<file path="config.mk">
export PLATFORM = sky130hd
export DESIGN_NAME = regfile_scoreboard_flat
export DESIGN_NICKNAME = d
export VERILOG_FILES = /design/src/rtl/regfile_scoreboard_if.sv /design/src/rtl/regfile_scoreboard.sv /design/src/flat_wrapper.sv
export SDC_FILE = /design/constraint.sdc
export NUM_CORES = 2
export LEC_CHECK = 0
export ABC_CLOCK_PERIOD_IN_PS = 6050
export CORE_ASPECT_RATIO = 1.2
export CORE_MARGIN = 2
export CORE_UTILIZATION = 45
export CTS_BUF_LIST = sky130_fd_sc_hd__clkbuf_8
export DETAILED_ROUTE_END_ITERATION = 8
export GPL_TIMING_DRIVEN = 1
export PLACE_DENSITY_LB_ADDON = 0.05
export SLEW_MARGIN = 0
export SYNTH_ARGS = -nofsm -noshare
export SYNTH_HDL_FRONTEND = slang
export SYNTH_SLANG_ARGS = --single-unit
export TNS_END_PERCENT = 10
</file>
<file path="constraint.sdc">
create_clock -name clk -period 6.05 [get_ports clk]
set_input_delay 0.605 -clock clk [delete_from_list [all_inputs] [get_ports clk]]
set_output_delay 0.605 -clock clk [all_outputs]
set_load 0.01 [all_outputs]
</file>
<file path="src/rtl/regfile_scoreboard_if.sv">
// Dump-port bundle of regfile_scoreboard: start/ready come from the debug consumer,
// beat data and status go back to it.
interface regfile_scoreboard_if #(
    parameter int DATA_W = 32,
    parameter int ADDR_W = 5
);
    logic              dump_start;
    logic              dump_ready;
    logic              dump_valid;
    logic [ADDR_W-1:0] dump_addr;
    logic [DATA_W-1:0] dump_data;
    logic              dump_active;
    logic              dump_done;

    modport master (
        output dump_start, dump_ready,
        input  dump_valid, dump_addr, dump_data, dump_active, dump_done
    );

    modport slave (
        input  dump_start, dump_ready,
        output dump_valid, dump_addr, dump_data, dump_active, dump_done
    );
endinterface

</file>
<file path="src/rtl/regfile_scoreboard.sv">
// Parametrised register file with byte-lane writes, optional r0 hardwiring and write bypass,
// a per-register busy scoreboard and a handshaked sequential dump port.
module regfile_scoreboard #(
    parameter int                DATA_W   = 32,
    parameter int                ADDR_W   = 5,
    parameter int                LED_REG  = 25,
    parameter logic [DATA_W-1:0] LED_INIT = {DATA_W{1'b1}},
    parameter bit                R0_ZERO  = 1'b0,
    parameter bit                BYPASS   = 1'b1
) (
    input  logic              clk,
    input  logic              reset,
    input  logic              reg_write,
    input  logic [ADDR_W-1:0] write_register,
    input  logic [DATA_W-1:0] write_data,
    input  logic [DATA_W/8-1:0] write_strb,
    input  logic [ADDR_W-1:0] read_reg_1,
    output logic [DATA_W-1:0] read_data_1,
    input  logic [ADDR_W-1:0] read_reg_2,
    output logic [DATA_W-1:0] read_data_2,
    output logic              busy_1,
    output logic              busy_2,
    input  logic              issue_valid,
    input  logic [ADDR_W-1:0] issue_reg,
    output logic [DATA_W-1:0] led_output,
    regfile_scoreboard_if.slave dump
);
    localparam int                DEPTH   = 2 ** ADDR_W;
    localparam int                STRB_W  = DATA_W / 8;
    localparam logic [ADDR_W-1:0] LED_IDX = ADDR_W'(LED_REG);

    typedef enum logic [1:0] {IDLE, LOAD, PRESENT, DONE} dump_state_t;

    logic [DATA_W-1:0] rf [DEPTH];
    logic [DEPTH-1:0]  busy;
    logic [DATA_W-1:0] wr_merged;
    logic              wr_en;
    logic              iss_en;

    dump_state_t       state;
    logic [ADDR_W-1:0] idx;
    logic              d_valid, d_active, d_done;
    logic [ADDR_W-1:0] d_addr;
    logic [DATA_W-1:0] d_data;

    function automatic logic [DATA_W-1:0] byte_merge(input logic [DATA_W-1:0] old_v,
                                                     input logic [DATA_W-1:0] new_v,
                                                     input logic [STRB_W-1:0] strb);
        logic [DATA_W-1:0] r;
        r = old_v;
        for (int k = 0; k < STRB_W; k++)
            if (strb[k]) r[k*8 +: 8] = new_v[k*8 +: 8];
        return r;
    endfunction

    function automatic logic [DATA_W-1:0] r0_mask(input logic [ADDR_W-1:0] a,
                                                  input logic [DATA_W-1:0] v);
        return (R0_ZERO && a == '0) ? '0 : v;
    endfunction

    assign wr_en     = reg_write && !(R0_ZERO && write_register == '0);
    assign iss_en    = issue_valid && !(R0_ZERO && issue_reg == '0);
    assign wr_merged = byte_merge(rf[write_register], write_data, write_strb);

    always_ff @(posedge clk or negedge reset) begin
        if (!reset) begin
            for (int i = 0; i < DEPTH; i++)
                rf[ADDR_W'(i)] <= (i == LED_REG) ? LED_INIT : '0;
        end else if (wr_en) begin
            rf[write_register] <= wr_merged;
        end
    end

    // Issue is applied after the write-clear so a same-cycle issue leaves the bit set.
    always_ff @(posedge clk or negedge reset) begin
        if (!reset) begin
            busy <= '0;
        end else begin
            if (reg_write) busy[write_register] <= 1'b0;
            if (iss_en)    busy[issue_reg]      <= 1'b1;
        end
    end

    always_comb begin
        read_data_1 = rf[read_reg_1];
        read_data_2 = rf[read_reg_2];
        if (BYPASS && reg_write && write_register == read_reg_1) read_data_1 = wr_merged;
        if (BYPASS && reg_write && write_register == read_reg_2) read_data_2 = wr_merged;
        read_data_1 = r0_mask(read_reg_1, read_data_1);
        read_data_2 = r0_mask(read_reg_2, read_data_2);
    end

    assign busy_1     = busy[read_reg_1];
    assign busy_2     = busy[read_reg_2];
    assign led_output = rf[LED_IDX];

    // Outputs are registered alongside the state transition so they track the state exactly.
    always_ff @(posedge clk or negedge reset) begin
        if (!reset) begin
            state    <= IDLE;
            idx      <= '0;
            d_valid  <= 1'b0;
            d_active <= 1'b0;
            d_done   <= 1'b0;
            d_addr   <= '0;
            d_data   <= '0;
        end else begin
            d_done <= 1'b0;
            case (state)
                IDLE: begin
                    if (dump.dump_start) begin
                        state    <= LOAD;
                        idx      <= '0;
                        d_active <= 1'b1;
                    end
                end
                LOAD: begin
                    d_data  <= r0_mask(idx, rf[idx]);
                    d_addr  <= idx;
                    d_valid <= 1'b1;
                    state   <= PRESENT;
                end
                PRESENT: begin
                    if (dump.dump_ready) begin
                        d_valid <= 1'b0;
                        if (idx == '1) begin
                            state  <= DONE;
                            d_done <= 1'b1;
                        end else begin
                            idx   <= idx + 1'b1;
                            state <= LOAD;
                        end
                    end
                end
                DONE: begin
                    d_active <= 1'b0;
                    state    <= IDLE;
                end
                default: state <= IDLE;
            endcase
        end
    end

    assign dump.dump_valid  = d_valid;
    assign dump.dump_active = d_active;
    assign dump.dump_done   = d_done;
    assign dump.dump_addr   = d_addr;
    assign dump.dump_data   = d_data;
endmodule
</file>
<file path="src/flat_wrapper.sv">
// flat-port wrapper written by rule: the top's interface ports become plain ports
module regfile_scoreboard_flat 
#(
    parameter int                DATA_W   = 32,
    parameter int                ADDR_W   = 5,
    parameter int                LED_REG  = 25,
    parameter logic [DATA_W-1:0] LED_INIT = {DATA_W{1'b1}},
    parameter bit                R0_ZERO  = 1'b0,
    parameter bit                BYPASS   = 1'b1
)
  (clk, reset, reg_write, write_register, write_data, write_strb, read_reg_1, read_data_1, read_reg_2, read_data_2, busy_1, busy_2, issue_valid, issue_reg, led_output, dump_dump_start, dump_dump_ready, dump_dump_valid, dump_dump_addr, dump_dump_data, dump_dump_active, dump_dump_done);
  regfile_scoreboard_if #(.DATA_W(DATA_W), .ADDR_W(ADDR_W)) dump_i ();
  input  logic clk;
  input  logic reset;
  input  logic reg_write;
  input  logic [ADDR_W-1:0] write_register;
  input  logic [DATA_W-1:0] write_data;
  input  logic [DATA_W/8-1:0] write_strb;
  input  logic [ADDR_W-1:0] read_reg_1;
  output logic [DATA_W-1:0] read_data_1;
  input  logic [ADDR_W-1:0] read_reg_2;
  output logic [DATA_W-1:0] read_data_2;
  output logic busy_1;
  output logic busy_2;
  input  logic issue_valid;
  input  logic [ADDR_W-1:0] issue_reg;
  output logic [DATA_W-1:0] led_output;
  input wire logic [$bits(dump_i.dump_start)-1:0] dump_dump_start;
  input wire logic [$bits(dump_i.dump_ready)-1:0] dump_dump_ready;
  output wire logic [$bits(dump_i.dump_valid)-1:0] dump_dump_valid;
  output wire logic [$bits(dump_i.dump_addr)-1:0] dump_dump_addr;
  output wire logic [$bits(dump_i.dump_data)-1:0] dump_dump_data;
  output wire logic [$bits(dump_i.dump_active)-1:0] dump_dump_active;
  output wire logic [$bits(dump_i.dump_done)-1:0] dump_dump_done;
  assign dump_i.dump_start = dump_dump_start;
  assign dump_i.dump_ready = dump_dump_ready;
  assign dump_dump_valid = dump_i.dump_valid;
  assign dump_dump_addr = dump_i.dump_addr;
  assign dump_dump_data = dump_i.dump_data;
  assign dump_dump_active = dump_i.dump_active;
  assign dump_dump_done = dump_i.dump_done;
  regfile_scoreboard #(.DATA_W(DATA_W), .ADDR_W(ADDR_W), .LED_REG(LED_REG), .LED_INIT(LED_INIT), .R0_ZERO(R0_ZERO), .BYPASS(BYPASS)) u_core (.clk(clk), .reset(reset), .reg_write(reg_write), .write_register(write_register), .write_data(write_data), .write_strb(write_strb), .read_reg_1(read_reg_1), .read_data_1(read_data_1), .read_reg_2(read_reg_2), .read_data_2(read_data_2), .busy_1(busy_1), .busy_2(busy_2), .issue_valid(issue_valid), .issue_reg(issue_reg), .led_output(led_output), .dump(dump_i));
endmodule
</file>
==> results.md <==
- Status: finished clean
- Area Overhead vs Synth: 11.7%
- # fillers: 13,799
- Crit path required time: between 5 and 6 ns
- Total global routing overflow: 0
- Synthesized area: 71,000 µm²
- Die Footprint: ~160,000 µm²
- Initial core utilization: 45.4%
- Tmin final: 5.15 ns
- Max-Cap Viols: 0
- Clk Latency, worst-skew pair: just over 1 ns
- Root Buffer: clkbuf_8
- CP Class: in2out
- PwrDens: 309 nW/µm²
- Clock tree buffer depth: 3
- Post-synthesis cell count: 5,415
- GRT Total Usage: between 40% and 50%
- CP max FO: 36
- Post-synth EDFFs: approximately 510
- Antenna Nets Post-Route: 0
- DR vias/cell: approximately 7.3
- Final Slew Violations: 0
- Final setup violation count: 0
- Peak VDD IR: between 0.2 and 0.25 mV
- Post-CTS setup repair buffer count: 0
- Worst Tran Pin Value: 1.48 ns
- Rows: 159
- Die height: 439 µm
- Total core area: 157,000 µm²
- Placed Area: roughly 75,000 µm²
- I/O pins: 200
- CP Launch Type: primary input
- Worst setup EP type: output port
- WL/cell: approximately 42 µm
- Worst Path Arrival: 4.54 ns
- Post-route design area: 79,300 µm²
- Max Used Layer: met5
- Final period util: a little under nine tenths
- Hold Fails Final Rpt: 0
- CTS tree: built
- R2R Path Start: u_core.led_output[29]$_DFFE_PP_
- Hold_buf cts: 1
- DRT iter0 DRCs: 9,149
- Syn. warnings: 0
- Unrepaired setup endpoints after global routing: false
- Skew final: 0.0426 ns
- IO Port Bufs: ~200
- Register area share after synthesis: 42.5%
- DRC: 0
- F_max: 0.194 GHz
- Fin cells: 7,768
- CP startpoint: write_register[3]
- Gp weighted congestion: 0.934
- Met3 WL: approximately 35,000 µm
- Vias in the first global route: 55,816
- Chip width: roughly 370 µm
- Clock transition at path regs: around 0.06 ns
- Met1 wire length: 120,000 µm
- DR vias: roughly 57,000
- Syn Nets: 5,479
- Post-route setup TNS: 0 ns
- Number of gates resized after CTS: 0
- Lkg Pwr: around 30 nW
- Dpl cells: 7,394
- TritonCTS buffer count: approximately 200
- WL met2: 147,000 µm
- Place WS: 0.991 ns
- 1st-pass router iterations: 6
- Slew HR: 1.04%
- Avg Cell Area, Syn: 13.1 µm²
- Clock Sinks: 1,103
- Synthesized flop and latch total: between 1,000 and 1,500
- CTS H-tree depth: 4
- Synth cell types: 81
- Wirelength, routed: 330,000 µm
- Largest net degree at the start of global routing: 130
- Nets: 5,566
- Post-DP HPWL: 211,000 µm
- Main synth FF type: dfrtp_1
- First-pass GRT wire length: 456,000 µm
- Worst hold-check path type: in2async
- Setup ws final: 0.901 ns
- Fin util: about 50%
- Layout cells sized above 1: 29.4%
- Async S/R FF share, synth: 53.6%
- Initial antenna violation count: 12
Yosys cell counts (6+ instances only):
master	instances	area share (%)
nand2_1	537	2.8
nor3_1	24	0.17
buf_2	150	1.1
buf_1	57	0.30
and2_1	6	0.053
o21ai_0	461	3.2
o31ai_2	8	0.14
a32oi_2	6	0.14
a22oi_1	164	1.7
nand3_1	31	0.22
nor3b_1	8	0.085
a2bb2oi_1	9	0.11
xor2_1	6	0.074
a211oi_1	54	0.57
o21ai_1	7	0.049
a22o_1	44	0.54
inv_1	43	0.23
nand2b_1	29	0.26
mux2_2	193	3.1
edfxtp_1	512	22
or2_2	16	0.14
nand3b_1	11	0.12
clkbuf_1	264	1.4
and3_1	13	0.11
xnor2_1	6	0.074
mux4_2	813	26
or4_1	17	0.18
buf_4	62	0.66
buf_6	29	0.46
mux2i_1	526	7.4
or3_1	15	0.13
o22ai_1	274	2.4
o2bb2ai_1	7	0.086
nor2b_1	30	0.26
nor2_1	95	0.50
nor4_1	33	0.29
dfrtp_1	591	21
a21oi_1	168	1.2
registers in the layout, summed over array words and instances (netlist names):
name / cells
u_core.rf: 992
u_core.busy: 32
u_core.dump.dump_data: 32
u_core.led_output: 32
u_core.dump.dump_addr: 5
u_core.idx: 5
u_core.state: 2
u_core.dump.dump_active: 1
u_core.dump.dump_done: 1
u_core.dump.dump_valid: 1
report_power, final:
| part | total, W | switching, W | internal [W] |
|---|---|---|---|
| clock | 0.00704 | 0.00346 | 0.00358 |
| combinational | 0.00743 | 0.00383 | 0.00360 |
| sequential | 0.0101 | 0.00127 | 0.00879 |
| total | 0.0245 | 0.00856 | 0.0160 |
critical path: stages:
cell             delay (ns)
buf_2                  0.55
or4b_2                 1.03
buf_4                  0.38
o22ai_1                0.10
or4_1                  0.54
o21ai_2                0.65
o22ai_1                0.16
clkdlybuf4s50_1        0.51
stage by stage:
stage	total power [W]	hold slack, ns
detailed placement	0.0175	0.466
global route	0.0254	0.154
CTS	0.0244	0.0902
floorplan	0.0147	0.309
global placement	0.0174	0.465
finish	0.0245	0.133
logic make-up (layout without fill, tap and decap cells):
group | Yosys count | count (layout) | share of synthesized area (%)
multiplexers | 1535 | 1535 | 36.4
AO/OA/AOI/OAI | 1250 | 1250 | 10.9
flip-flops | 1103 | 1103 | 42.5
AND/OR/NAND/NOR | 903 | 903 | 5.86
buffers and inverters | 610 | 868 | 4.21
XOR/XNOR | 12 | 12 | 0.148
adder cells (fa/ha/maj) | 2 | 2 | 0.0352
other | 0 | 2 | 0
routing by layer:
layer / up-vias / GRT usage, %
met3: 1138 / 10.0
li1: 21950 / -
met5: - / 0
met2: 4270 / 60.9
met4: 10 / 28.4
met1: 29720 / 52.0
final cells by class:
class | count | area, µm² | area share (%)
Multi-Input combinational cell | 3702 | 38200 | 48.2
Inverter | 43 | 161 | 0.204
Tap cell | 2093 | 2620 | 3.30
Sequential cell | 1103 | 30200 | 38.1
Timing Repair Buffer | 454 | 4290 | 5.40
Antenna cell | 2 | 5.00 | 0.00631
Clock buffer | 230 | 3170 | 3.99
Clock inverter | 141 | 679 | 0.857
layout by cell type, fill, tap and decap left out, types with 24 or more instances in the layout:
cell type,n
buf_4,227
clkdlybuf4s50_1,183
inv_1,128
a211oi_1,54
mux4_2,813
dfrtp_1,587
o21ai_0,461
nand2b_1,25
a22oi_1,164
clkbuf_8,231
mux2i_1,526
nor2_1,72
nand2_1,520
a22o_1,44
o22ai_1,274
nor4_1,33
nor3_1,24
buf_12,30
a21oi_1,168
nand3_1,30
mux2_2,193
edfxtp_1,512
final timing paths:
check	to	slack, ns	cells after the start
setup / recovery	read_data_1[5]	0.90	8
hold / removal	u_core.rf[646]$_DFFE_PN0P_	0.13	2
setup reg to reg	u_core.rf[157]$_DFFE_PP_	2.67	6
hold reg to reg	u_core.dump.dump_addr[3]$_DFFE_PN0P_	0.48	2
max in group asynchronous	u_core.rf[873]$_DFFE_PN0P_	3.74	5
min in group clk	u_core.dump.dump_done$_DFF_PN0_	0.28	2
No activity file was read; power rests on OpenSTA's default activity.
